### config.mk
export PLATFORM = sky130hd
export DESIGN_NAME = updown_cnt_ctrl
export DESIGN_NICKNAME = d
export VERILOG_FILES = /design/src/rtl/updown_ctrl_pkg.sv /design/src/rtl/updown_cnt_core.sv /design/src/rtl/updown_cnt_ctrl.sv
export SDC_FILE = /design/constraint.sdc
export NUM_CORES = 1
export LEC_CHECK = 0
export CAP_MARGIN = 5
export CELL_PAD_IN_SITES_DETAIL_PLACEMENT = 0
export CELL_PAD_IN_SITES_GLOBAL_PLACEMENT = 1
export CORE_MARGIN = 4
export CORE_UTILIZATION = 40
export CTS_CLUSTER_SIZE = 28
export DETAILED_ROUTE_END_ITERATION = 16
export PLACE_DENSITY_LB_ADDON = 0.2
export SLEW_MARGIN = 20
export SYNTH_ARGS = -nofsm -noshare
export SYNTH_HDL_FRONTEND = slang
export SYNTH_SLANG_ARGS = --single-unit
### constraint.sdc
create_clock -name clk -period 3.52 [get_ports clk]
set_clock_uncertainty 0.1 [all_clocks]
set_input_delay 0.352 -clock clk [delete_from_list [all_inputs] [get_ports clk]]
set_output_delay 0.352 -clock clk [all_outputs]
set_load 0.03 [all_outputs]
### src/rtl/updown_ctrl_pkg.sv
// Shared encodings for the up/down counter sequencer: command opcodes and FSM states.
package updown_ctrl_pkg;

    localparam logic [1:0] OP_NOP  = 2'b00;
    localparam logic [1:0] OP_UP   = 2'b01;
    localparam logic [1:0] OP_DOWN = 2'b10;
    localparam logic [1:0] OP_LOAD = 2'b11;

    typedef enum logic [1:0] {
        IDLE = 2'd0,
        RUN  = 2'd1,
        DONE = 2'd2
    } state_t;

endpackage

### src/rtl/updown_cnt_core.sv
// Up/down counter datapath with synchronous reset, parallel load and count enable.
module updown_cnt_core #(
    parameter int WIDTH = 4
) (
    input  logic             clk,
    input  logic             reset,
    input  logic             en,
    input  logic             dir,
    input  logic             load,
    input  logic [WIDTH-1:0] load_val,
    output logic [WIDTH-1:0] count
);

    // load takes priority over a step in the same cycle
    always_ff @(posedge clk) begin
        if (reset)
            count <= '0;
        else if (load)
            count <= load_val;
        else if (en)
            count <= dir ? count + WIDTH'(1) : count - WIDTH'(1);
    end

endmodule

### src/rtl/updown_cnt_ctrl.sv
// Command sequencer for the up/down counter: valid/ready commands, paced steps, done pulse.
// Optional saturation (suppress wrap, flag sat) is built when UDC_SAT_EN is defined.
module updown_cnt_ctrl
    import updown_ctrl_pkg::*;
#(
    parameter int WIDTH  = 4,
    parameter int STEP_W = 8,
    parameter int PACE   = 1
) (
    input  logic              clk,
    input  logic              reset,
    input  logic              cmd_valid,
    output logic              cmd_ready,
    input  logic [1:0]        cmd_op,
    input  logic [STEP_W-1:0] cmd_arg,
    input  logic              abort,
    output logic [WIDTH-1:0]  count,
    output logic              up_down,
    output logic              busy,
    output logic              done,
    output logic              sat
);

    localparam int PW = $clog2(PACE) + 1;
    localparam logic [PW-1:0] PACE_RELOAD = PW'(PACE - 1);

    state_t            state;
    logic [STEP_W-1:0] remaining;
    logic [PW-1:0]     pace_cnt;
    logic              xfer;
    logic              step_due;
    logic              step_en;
    logic              load_en;
    logic              sat_hit;

    assign cmd_ready = (state == IDLE);
    assign busy      = (state == RUN);
    assign done      = (state == DONE);

    // abort suppresses a step that falls due in the same cycle
    always_comb begin
        xfer     = cmd_valid && cmd_ready;
        load_en  = xfer && (cmd_op == OP_LOAD);
        step_due = (state == RUN) && !abort && (pace_cnt == '0);
`ifdef UDC_SAT_EN
        sat_hit  = step_due && (up_down ? (count == '1) : (count == '0));
`else
        sat_hit  = 1'b0;
`endif
        step_en  = step_due && !sat_hit;
    end

`ifdef UDC_SAT_EN
    logic sat_r;
    assign sat = sat_r;
`else
    assign sat = 1'b0;
`endif

    always_ff @(posedge clk) begin
        if (reset) begin
            state     <= IDLE;
            remaining <= '0;
            pace_cnt  <= '0;
            up_down   <= 1'b1;
`ifdef UDC_SAT_EN
            sat_r     <= 1'b0;
`endif
        end else begin
            case (state)
                IDLE: begin
                    if (xfer) begin
                        pace_cnt <= PACE_RELOAD;
`ifdef UDC_SAT_EN
                        sat_r    <= 1'b0;
`endif
                        if (cmd_op == OP_UP || cmd_op == OP_DOWN) begin
                            up_down   <= (cmd_op == OP_UP);
                            remaining <= cmd_arg;
                            state     <= (cmd_arg != '0) ? RUN : DONE;
                        end else begin
                            state <= DONE;
                        end
                    end
                end
                RUN: begin
                    if (abort) begin
                        state <= DONE;
                    end else if (step_due) begin
                        if (sat_hit) begin
                            state <= DONE;
`ifdef UDC_SAT_EN
                            sat_r <= 1'b1;
`endif
                        end else begin
                            pace_cnt  <= PACE_RELOAD;
                            remaining <= remaining - STEP_W'(1);
                            if (remaining == STEP_W'(1))
                                state <= DONE;
                        end
                    end else begin
                        pace_cnt <= pace_cnt - PW'(1);
                    end
                end
                DONE:    state <= IDLE;
                default: state <= IDLE;
            endcase
        end
    end

    updown_cnt_core #(
        .WIDTH(WIDTH)
    ) u_core (
        .clk      (clk),
        .reset    (reset),
        .en       (step_en),
        .dir      (up_down),
        .load     (load_en),
        .load_val (cmd_arg[WIDTH-1:0]),
        .count    (count)
    );

endmodule

==> metrics.md, run 1 <==
| Metric | Value |
|---|---|
| Layout cells sized above 1 | `under 10%` |
| Max-slew headroom | `54.04%` |
| Post-synth EDFFs | `0` |
| FF+latch count, synth | `16` |
| Synthesized area | `between 1000 and 1500 sq um` |
| Routed wire length | `~2600 um` |
| CTS root buf | `clkbuf_4` |
| WP data arrival | `between 2 and 2.5 ns` |
| DR pass1 iterations | `5` |
| R2R Path Start | `state[1]` |
| Total gr overflow | `0` |
| Hold Buf Count CTS | `0` |
| Drt drc | `0` |
| Antenna diodes | `0` |
| Global-route wire length before repair | `4464 um` |
| Final Setup Violations | `0` |
| CTS tree | `yes` |
| # rows | `18` |
| Warnings, synthesis | `0` |
| R2r endpoint | `remaining[3]` |
| Main synth FF type | `dfxtp_1` |
| Port Buffers | `21` |
| Slowest stage cell, crit path | `clkdlybuf4s50_1` |
| Synth cell types | `43` |
| Initial Util | `between 40% and 50%` |
| Commonest cells post-synth | `dfxtp_1, a21oi_1, nor2_1` |
| # resized after CTS | `0` |
| Die height | `roughly 60 um` |
| All-Layer GR Usage | `roughly 16%` |
| Final slew viol count | `0` |
| Count leader, synth | `dfxtp_1` |
| Crit path cell chain | `or2b_1 > inv_1 > clkdlybuf4s50_1` |
| Fin Setup TNS | `0 ns` |
| Vias per inst | `approximately 5.8` |
| Hold_ws | `roughly 0.4 ns` |
| Final Cycle Share | `76.78%` |
| Clock Path Buffers | `2` |
| CP Launch Type | `register` |
| CP Launch Point | `state[1]` |
| RSZ-0062 raised after global routing | `false` |
| Synth top area cells | `dfxtp_1, ha_1, a21oi_1, nor2_1, a211oi_2` |
| Post-Syn Nets | `150` |
| Cts bufs inserted | `3` |
| Pleak | `about 0.50 nW` |
| Share of the synthesized area in the top cell type | `~29%` |
| H-tree Lvls | `1` |
| Max VDD drop | `between 0.2 and 0.25 mV` |
| WL/cell | `between 10 and 15 um` |
| Minimum clock period | `2.703 ns` |
| Status | `complete, no violations` |
| Final ANT Viol Nets | `0` |
| Cells after Synth | `about 130` |
| CP required | `3.07 ns` |
| Clk pin slew, worst setup/hold paths | `~0.10 ns` |
| Number of global-route vias before repair | `1014` |
| CP endpoint | `busy` |
| Reg2Reg Setup Slack | `1.52 ns` |
| Die width | `roughly 60 um` |
| Mean post-synth cell area | `8.448 sq um` |
| CP max stage delay | `between 0.6 and 0.7 ns` |
| HP Class | `reg -> reg` |
| Number of DRC markers in iteration 0 | `49` |
| Max cap viols | `0` |
| Worst Max-Slew Pin Slew | `~0.68 ns` |
| Nets | `between 150 and 200` |
| Crit Path Class | `reg -> out` |
| Peak Freq | `~0.37 GHz` |
| Dpl hpwl | `between 1500 and 2000 um` |
| Die area | `3623 sq um` |
| Final Hold Viols | `0` |
| Syn-to-layout area delta | `21.35%` |
| RD Place Congestion | `0.8279` |
| Register area share after synthesis | `29.39%` |
| Largest net degree at the start of global routing | `18` |
| Worst skew pair latency | `around 0.28 ns` |
| Cell area power density | `357.4 nW/um^2` |
| CTS Sinks | `16` |
| Fillers | `~250` |
| Critical path peak fanout | `17` |
| Postcts setup bufs | `0` |
| Ys async rst share | `0%` |
| Yosys top cell by area | `dfxtp_1` |
| Worst R2R Path Depth | `5` |
| Boundary pin count | `23` |
| DR vias | `approximately 1000` |
| Initial antenna violation count | `0` |
| Critical Path Sink Type | `output port` |
| Core area | `roughly 2500 sq um` |
## worst min-delay path by stage
stage	endpoint	cells past startpoint	from
3_3_place_gp	u_core.count[2]	2	u_core.count[2]
3_5_place_dp	u_core.count[2]	2	u_core.count[2]
5_1_grt	u_core.count[2]	2	u_core.count[2]
6_report	u_core.count[2]	2	u_core.count[2]
2_1_floorplan	pace_cnt	1	reset
4_1_cts	u_core.count[2]	2	u_core.count[2]
## sequential cells by signal (all words and copies together) (netlist names)
signal / count
remaining: 8
u_core.count: 4
state: 2
pace_cnt: 1
up_down: 1
## cell type report
type                       count  area [sq um]  area share [%]
clock buffer                   3         22.52           1.703
tap                           30         37.54           2.838
multi-input combinational     99         701.9           53.07
timing repair buffer          21         210.2           15.89
sequential                    16         320.3           24.22
inverter                       8         30.03           2.271
## layer usage
layer | wire [um] | up-vias | global-route usage, % | share of wire (%)
met5 | 0 | - | 0 | 0
met3 | 146 | 4 | 3.024 | 5.7
met2 | 1221 | 28 | 27.62 | 48
met1 | 1171 | 476 | 19.25 | 46
li1 | - | 510 | - | -
met4 | 26 | 0 | 7.911 | 1.0
## cells in the final DEF (no fill, tap or decap), types with 2 or more instances in the layout
master / netlist / final
o21ai_0: 4 / 4
nand4_1: 4 / 4
a21o_1: 5 / 5
nor3_1: 5 / 5
nor2_1: 13 / 13
a22oi_1: 4 / 4
nand2b_1: 3 / 3
ha_1: 6 / 6
dfxtp_1: 16 / 16
a211oi_2: 3 / 3
nor4_1: 3 / 3
clkbuf_4: 0 / 3
nand2_1: 6 / 6
inv_1: 8 / 8
a22o_1: 2 / 2
clkdlybuf4s50_1: 0 / 21
a21oi_1: 13 / 13
nor3b_1: 4 / 4
or3_1: 2 / 2
## critical path: cells and delay by family (launching register included)
kind | cells | cell delay [ns]
buffers and inverters | 2 | 0.83
DFF | 1 | 0.61
and+or+nand+nor | 1 | 0.53
## where the power goes
| part | internal, mW | switching [mW] | total (mW) |
|---|---|---|---|
| combinational | 0.0716 | 0.0874 | 0.159 |
| sequential | 0.196 | 0.0206 | 0.217 |
| clock | 0.0397 | 0.0569 | 0.0966 |
| total | 0.308 | 0.165 | 0.473 |
## through the flow
stage	setup WS (ns)	util, %	instances	power [mW]	area (sq um)
finish	0.8174	51.97	177	0.4726	1323
global route	0.6537	51.97	177	0.5086	1323
CTS	0.8242	51.97	177	0.4781	1323
detailed placement	1.119	51.08	174	0.3804	1300
global placement	1.138	51.08	174	0.3791	1300
floorplan	1.552	-	129	0.3286	1090
## cells by family (layout without fill, tap and decap cells)
| logic type | Yosys count | after routing | synth area share, % |
|---|---|---|---|
| AND/OR/NAND/NOR | 48 | 48 | 25.49 |
| AO/OA/AOI/OAI | 41 | 41 | 28.02 |
| flip-flops | 16 | 16 | 29.39 |
| buffers and inverters | 14 | 32 | 6.199 |
| adder cells (fa/ha/maj) | 7 | 7 | 8.725 |
| other | 1 | 1 | 0.3441 |
| XOR/XNOR | 1 | 1 | 0.8038 |
| multiplexers | 1 | 1 | 1.033 |
Power figures use the tool's default switching activity.
==> run 2: changes to the inputs <==
Settings changed: CORE_UTILIZATION 40 to 37.
Clock period 3.52 ns to 2.7 ns, I/O delays scaled along.
==> metrics.md, run 2 (synthesis results as in run 1) <==
| Metric | Value |
|---|---|
| Status | `complete, no violations` |
| Nets | `173 (+1.8%)` |
| All-Layer GR Usage | `14.55% (-1.7 points)` |
| Most frequent cells in the layout | `clkdlybuf4s50_1, dfxtp_1, nor2_1, a21oi_1, inv_1` |
| Drt drc | `0 (unchanged)` |
| Core area | `2781 sq um (+9.3%)` |
| Post-Place Setup Slack | `0.3581 ns (-0.7610 ns)` |
| Global-route wire length before repair | `4740 um (+6.2%)` |
| Die area | `3878 sq um (+7.0%)` |
| Total gr overflow | `0 (unchanged)` |
| CP delay by family, top | `buffers and inverters` |
| Largest net degree at the start of global routing | `17 (-1)` |
| WP data arrival | `1.99 ns (-0.26 ns)` |
| Dpl hpwl | `2048 um (+4.5%)` |
| Crit path cell chain | `or2b_1 > inv_1 > clkdlybuf4s50_1` |
| Final ANT Viol Nets | `0 (unchanged)` |
| Vias per inst | `5.670 (-1.4%)` |
| Final Cycle Share | `between 80% and 90%` |
| Layout cells sized above 1 | `10.60% (+2.4 points)` |
| Initial Util | `39.18% (-3.6 points)` |
| Fin Setup TNS | `0 ns (unchanged)` |
| Final slew viol count | `0 (unchanged)` |
| Max-slew headroom | `45.44% (-8.6 points)` |
| Clock Path Buffers | `2 (unchanged)` |
| Cell area power density | `490.5 nW/um^2 (+37%)` |
| Port Buffers | `21 (unchanged)` |
| Die width | `62.27 um (+3.4%)` |
| Final Setup Violations | `0 (unchanged)` |
| Max reg flops | `8 (unchanged)` |
| H-tree Lvls | `1 (unchanged)` |
| Max VDD drop | `0.3013 mV (+29%)` |
| Crit Path Class | `reg -> out` |
| RSZ-0062 raised after global routing | `false` |
| Clk pin slew, worst setup/hold paths | `0.11 ns (about the same)` |
| Fin worst setup slack | `0.3444 ns (-0.4731 ns)` |
| Hold Buf Count CTS | `0 (unchanged)` |
| Largest Register | `remaining` |
| Number of global-route vias before repair | `1066 (+5.1%)` |
| Postcts setup bufs | `0 (unchanged)` |
| CTS Sinks | `16 (unchanged)` |
| Cells after DPL | `178 (+2.3%)` |
| Number of DRC markers in iteration 0 | `44 (-10%)` |
| Post-Layout Cell Count | `182 (+2.8%)` |
| DR pass1 iterations | `4 (-1)` |
| RD Place Congestion | `0.8839 (+6.8%)` |
| Antenna diodes | `0 (unchanged)` |
| Boundary pin count | `23 (unchanged)` |
| WL/cell | `14.88 um (+2.7%)` |
| # resized after CTS | `0 (unchanged)` |
| Worst skew pair latency | `0.30 ns (+0.02 ns)` |
| Die height | `62.27 um (+3.4%)` |
| Final Hold Viols | `0 (unchanged)` |
| Critical path peak fanout | `13 (-4)` |
| Max cap viols | `0 (unchanged)` |
| Syn-to-layout area delta | `24.80%` |
| Pleak | `0.5262 nW (+4.3%)` |
| # rows | `19 (+1)` |
| Slowest stage cell, crit path | `clkdlybuf4s50_1` |
| CP Launch Type | `register` |
| CP max stage delay | `0.70 ns (+0.06 ns)` |
| Largest regs | `remaining x8, u_core.count x4, state x2` |
| Crit path buffers/inverters | `2 (unchanged)` |
| Initial antenna violation count | `0 (unchanged)` |
| CTS root buf | `clkbuf_4` |
| CTS tree | `yes` |
| Cts bufs inserted | `3 (unchanged)` |
| HP Class | `reg -> reg` |
| Minimum clock period | `about 2.4 ns` |
| Fin util | `48.90% (-3.1 points)` |
| Commonest non-fill, non-tap cell in the layout | `clkdlybuf4s50_1` |
| CP required | `2.33 ns (-0.74 ns)` |
| Peak Freq | `approximately 0.42 GHz` |
| DR vias | `1032 (+1.4%)` |
| Critical Path Sink Type | `output port` |
| Routed wire length | `2709 um (+5.6%)` |
| Worst Max-Slew Pin Slew | `0.8109 ns (+0.1278 ns)` |
## run 2: power by group
group          leakage (nW)  switching, mW  internal, mW
registers             0.131         0.0276         0.256
logic                 0.374          0.116        0.0967
clock network        0.0210         0.0880        0.0822
## run 2: path summary, 6_finish.rpt
kind | from | endpoint | slack (ns) | depth (start not counted)
worst max-delay path | state[0] | busy | 0.34 | 3
worst min-delay path | u_core.count[2] | u_core.count[2] | 0.39 | 2
worst max register to register | up_down | u_core.count[3] | 0.85 | 6
worst min register to register | u_core.count[2] | u_core.count[2] | 0.39 | 2
## run 2: through the flow
stage	instance area, sq um	power (mW)	hold slack [ns]
6_report	1360	0.6672	0.3946
5_1_grt	1360	0.7176	0.4175
4_1_cts	1360	0.6732	0.3912
3_5_place_dp	1324	0.5018	0.3755
3_3_place_gp	1324	0.5004	0.3658
2_1_floorplan	1090	0.4284	0.2461
## run 2: worst register-to-register path, cell delays in order (launching register included)
cell and delay (ns):
dfxtp_1 0.37, inv_1 0.11, ha_1 0.33, and3_1 0.21
or3_1 0.36, a21o_1 0.18, a31oi_1 0.11
## run 2: metal layers
layer / wire (um) / track usage (%) / part of all wire [%] / vias to the layer above
li1: - / - / - / 516
met1: 1277 / 18.00 / 47 / 490
met2: 1280 / 24.22 / 47 / 20
met3: 112 / 3.964 / 4.1 / 6
met4: 39 / 4.775 / 1.4 / 0
met5: 0 / 0 / 0 / -
## run 2: layout make-up
class	count	area [sq um]
inverters	8	30.03
repair buffers	24	232.7
well taps	31	38.79
multi-input cells	99	701.9
fillers	274	1421
clock buffers	4	36.28
flip-flops and latches	16	320.3
==> run 3: changes to the inputs <==
Settings changed: SYNTH_HIERARCHICAL set to 1.
==> metrics.md, run 3 <==
| Metric | Value |
|---|---|
| Worst skew pair latency | `0.29 ns (about the same)` |
| Cell area power density | `496.3 nW/um^2 (+1.2%)` |
| Clock Path Buffers | `2 (unchanged)` |
| Max-slew headroom | `54.05% (+8.6 points)` |
| CP Launch Type | `register` |
| Synth cell types | `44 (+2.3%)` |
| CTS tree | `yes` |
| Port Buffers | `21 (unchanged)` |
| Count leader, synth | `dfxtp_1` |
| FF+latch count, synth | `16 (unchanged)` |
| Fin Setup TNS | `0 ns (unchanged)` |
| Vias per inst | `5.472 (-3.5%)` |
| Main synth FF type | `dfxtp_1` |
| Largest Register | `remaining` |
| Cells after Synth | `128 (-0.78%)` |
| Post-Syn Nets | `149 (-0.67%)` |
| Max cap viols | `0 (unchanged)` |
| Antenna diodes | `0 (unchanged)` |
| Post-synth EDFFs | `0 (unchanged)` |
| Layout cells sized above 1 | `11.41% (+0.81 points)` |
| Largest family of logic cells by synthesized area | `simple AND/OR/NAND/NOR gates` |
| DR vias | `985 (-4.6%)` |
| Fin worst setup slack | `0.5994 ns (+0.2550 ns)` |
| Minimum clock period | `2.101 ns (-0.2550 ns)` |
| Critical path peak fanout | `9 (-4)` |
| Hold Buf Count CTS | `0 (unchanged)` |
| Multiplexer share of the synthesized area | `3.855% (+2.8 points)` |
| DR pass1 iterations | `4 (unchanged)` |
| Cts bufs inserted | `3 (unchanged)` |
| Commonest non-fill, non-tap cell in the layout | `clkdlybuf4s50_1` |
| Nets | `172 (-0.58%)` |
| WL/cell | `14.46 um (-2.8%)` |
| Most frequent cells in the layout | `clkdlybuf4s50_1, dfxtp_1, a21oi_1, nor2_1, o21ai_0` |
| Final Setup Violations | `0 (unchanged)` |
| RD Place Congestion | `0.7927 (-10%)` |
| Slowest stage cell, crit path | `clkdlybuf4s50_1` |
| Max reg flops | `8 (unchanged)` |
| Syn-to-layout area delta | `21.09%` |
| Cells after DPL | `177 (-0.56%)` |
| Commonest cells post-synth | `dfxtp_1, a21oi_1, nor2_1` |
| Number of global-route vias before repair | `1010 (-5.3%)` |
| Die area | `3921 sq um (+1.1%)` |
| WP data arrival | `1.73 ns (-0.26 ns)` |
| Post-Place Setup Slack | `0.5449 ns (+0.1868 ns)` |
| All-Layer GR Usage | `14.55% (about the same)` |
| Register area share after synthesis | `29.02% (-0.37 points)` |
| Routed wire length | `2603 um (-3.9%)` |
| Worst Max-Slew Pin Slew | `0.6840 ns (-0.1269 ns)` |
| Number of DRC markers in iteration 0 | `42 (-4.5%)` |
| Adder-Cell Fraction of Synth Area | `8.617% (-0.11 points)` |
| Status | `complete, no violations` |
| Share of the synthesized area in the top cell type | `29.02% (-0.37 points)` |
| Peak Freq | `0.4761 GHz (+12%)` |
| Postcts setup bufs | `0 (unchanged)` |
| CP delay by family, top | `buffers and inverters` |
| Area of the multi-input gates | `695.7 sq um (-0.89%)` |
| RSZ-0062 raised after global routing | `false` |
| Initial antenna violation count | `0 (unchanged)` |
| Warnings, synthesis | `6 (+6)` |
| H-tree Lvls | `1 (unchanged)` |
| Crit path buffers/inverters | `2 (unchanged)` |
| Synthesized area | `1104 sq um (+1.3%)` |
| Fillers | `288 (+5.1%)` |
| Pleak | `0.5056 nW (-3.9%)` |
| Largest net degree at the start of global routing | `17 (unchanged)` |
| Largest regs | `remaining x8, u_core/count x4, state x2` |
| Final slew viol count | `0 (unchanged)` |
| Synth top area cells | `dfxtp_1, a21oi_1, ha_1, buf_6, nor2_1` |
| Final Cycle Share | `77.80% (-9.4 points)` |
| Register area | `320.3 sq um (unchanged)` |
| CTS root buf | `clkbuf_4` |
| Mean post-synth cell area | `8.622 sq um (+2.1%)` |
| Final Hold Viols | `0 (unchanged)` |
| Final ANT Viol Nets | `0 (unchanged)` |
| Crit path cell chain | `nand2b_1 > inv_2 > clkdlybuf4s50_1` |
| Global-route wire length before repair | `4595 um (-3.1%)` |
| Initial Util | `39.34% (+0.16 points)` |
| Fin util | `47.64% (-1.3 points)` |
| Core area | `2805 sq um (+0.85%)` |
| Max VDD drop | `0.2408 mV (-20%)` |
| Post-synthesis xor/xnor area fraction | `2.381% (+1.6 points)` |
| Synth Area in Compound Gates | `22.56% (-5.5 points)` |
| Dpl hpwl | `2006 um (-2.1%)` |
| Total gr overflow | `0 (unchanged)` |
| Drt drc | `0 (unchanged)` |
| Clk pin slew, worst setup/hold paths | `0.10 ns (about the same)` |
| CP required | `2.33 ns (about the same)` |
| Yosys top cell by area | `dfxtp_1` |
| Critical Path Sink Type | `output port` |
| # resized after CTS | `0 (unchanged)` |
| Die height | `62.62 um (+0.55%)` |
| HP Class | `reg -> reg` |
| Die width | `62.62 um (+0.55%)` |
| Crit Path Class | `reg -> out` |
| # rows | `19 (unchanged)` |
| Hold_ws | `0.3836 ns (-0.01106 ns)` |
| CP max stage delay | `0.68 ns (-0.02 ns)` |
| Boundary pin count | `23 (unchanged)` |
| Post-Layout Cell Count | `180 (-1.1%)` |
| CTS Sinks | `16 (unchanged)` |
| Ys async rst share | `0% (unchanged)` |
| Synth Area in Simple Gates | `25.28% (-0.20 points)` |
-- run 3: kinds of logic (layout without fill, tap and decap cells) --
kind of cell               after synthesis  after routing
AOI/OAI and AO/OA                       37             37
and+or+nand+nor                         47             47
other                                    1              1
adders and majority gates                7              7
DFF                                     16             16
muxes                                    4              4
xor gates and xnor gates                 3              3
buffers and inverters                   13             34
-- run 3: worst min-delay path, stage by stage, from the launching register on --
cell and delay [ns]:
dfxtp_1 0.32, o21ai_0 0.07, a21oi_1 0.06
-- run 3: path summary, 6_finish.rpt --
kind / slack [ns] / end / depth (start not counted) / from
min reg2reg: 0.38 / remaining[7] / 2 / remaining[7]
max: 0.60 / busy / 3 / state[1]
min: 0.38 / remaining[7] / 2 / remaining[7]
max reg2reg: 0.78 / remaining[6] / 6 / remaining[0]
-- run 3: area by class of cell --
type | instances | share of cell area, %
well taps | 31 | 2.903
repair buffers | 24 | 17.42
inverters | 7 | 1.966
multi-input cells | 99 | 52.06
clock buffers | 3 | 1.685
flip-flops and latches | 16 | 23.97
-- run 3: power breakdown --
group / switching (mW) / internal (mW) / total (mW)
clock network: 0.0776 / 0.0519 / 0.129
registers: 0.0258 / 0.259 / 0.285
logic: 0.133 / 0.116 / 0.249
-- run 3: stage by stage --
| stage | power (mW) | instance area, sq um |
|---|---|---|
| after global routing | 0.7135 | 1336 |
| after floorplan | 0.4635 | 1104 |
| final | 0.6632 | 1336 |
| after detailed placement | 0.5402 | 1314 |
| after CTS | 0.6740 | 1336 |
| after global placement | 0.5381 | 1314 |
-- run 3: routing by layer --
layer  GRT usage, %  wire, um  up-vias  share of wire, %
met2          24.63      1242       20                48
met1          17.88      1252      455                48
met4          3.306        17        0              0.65
met5              0         0        -                 0
met3          4.676        90        2               3.5
li1               -         -      508                 -
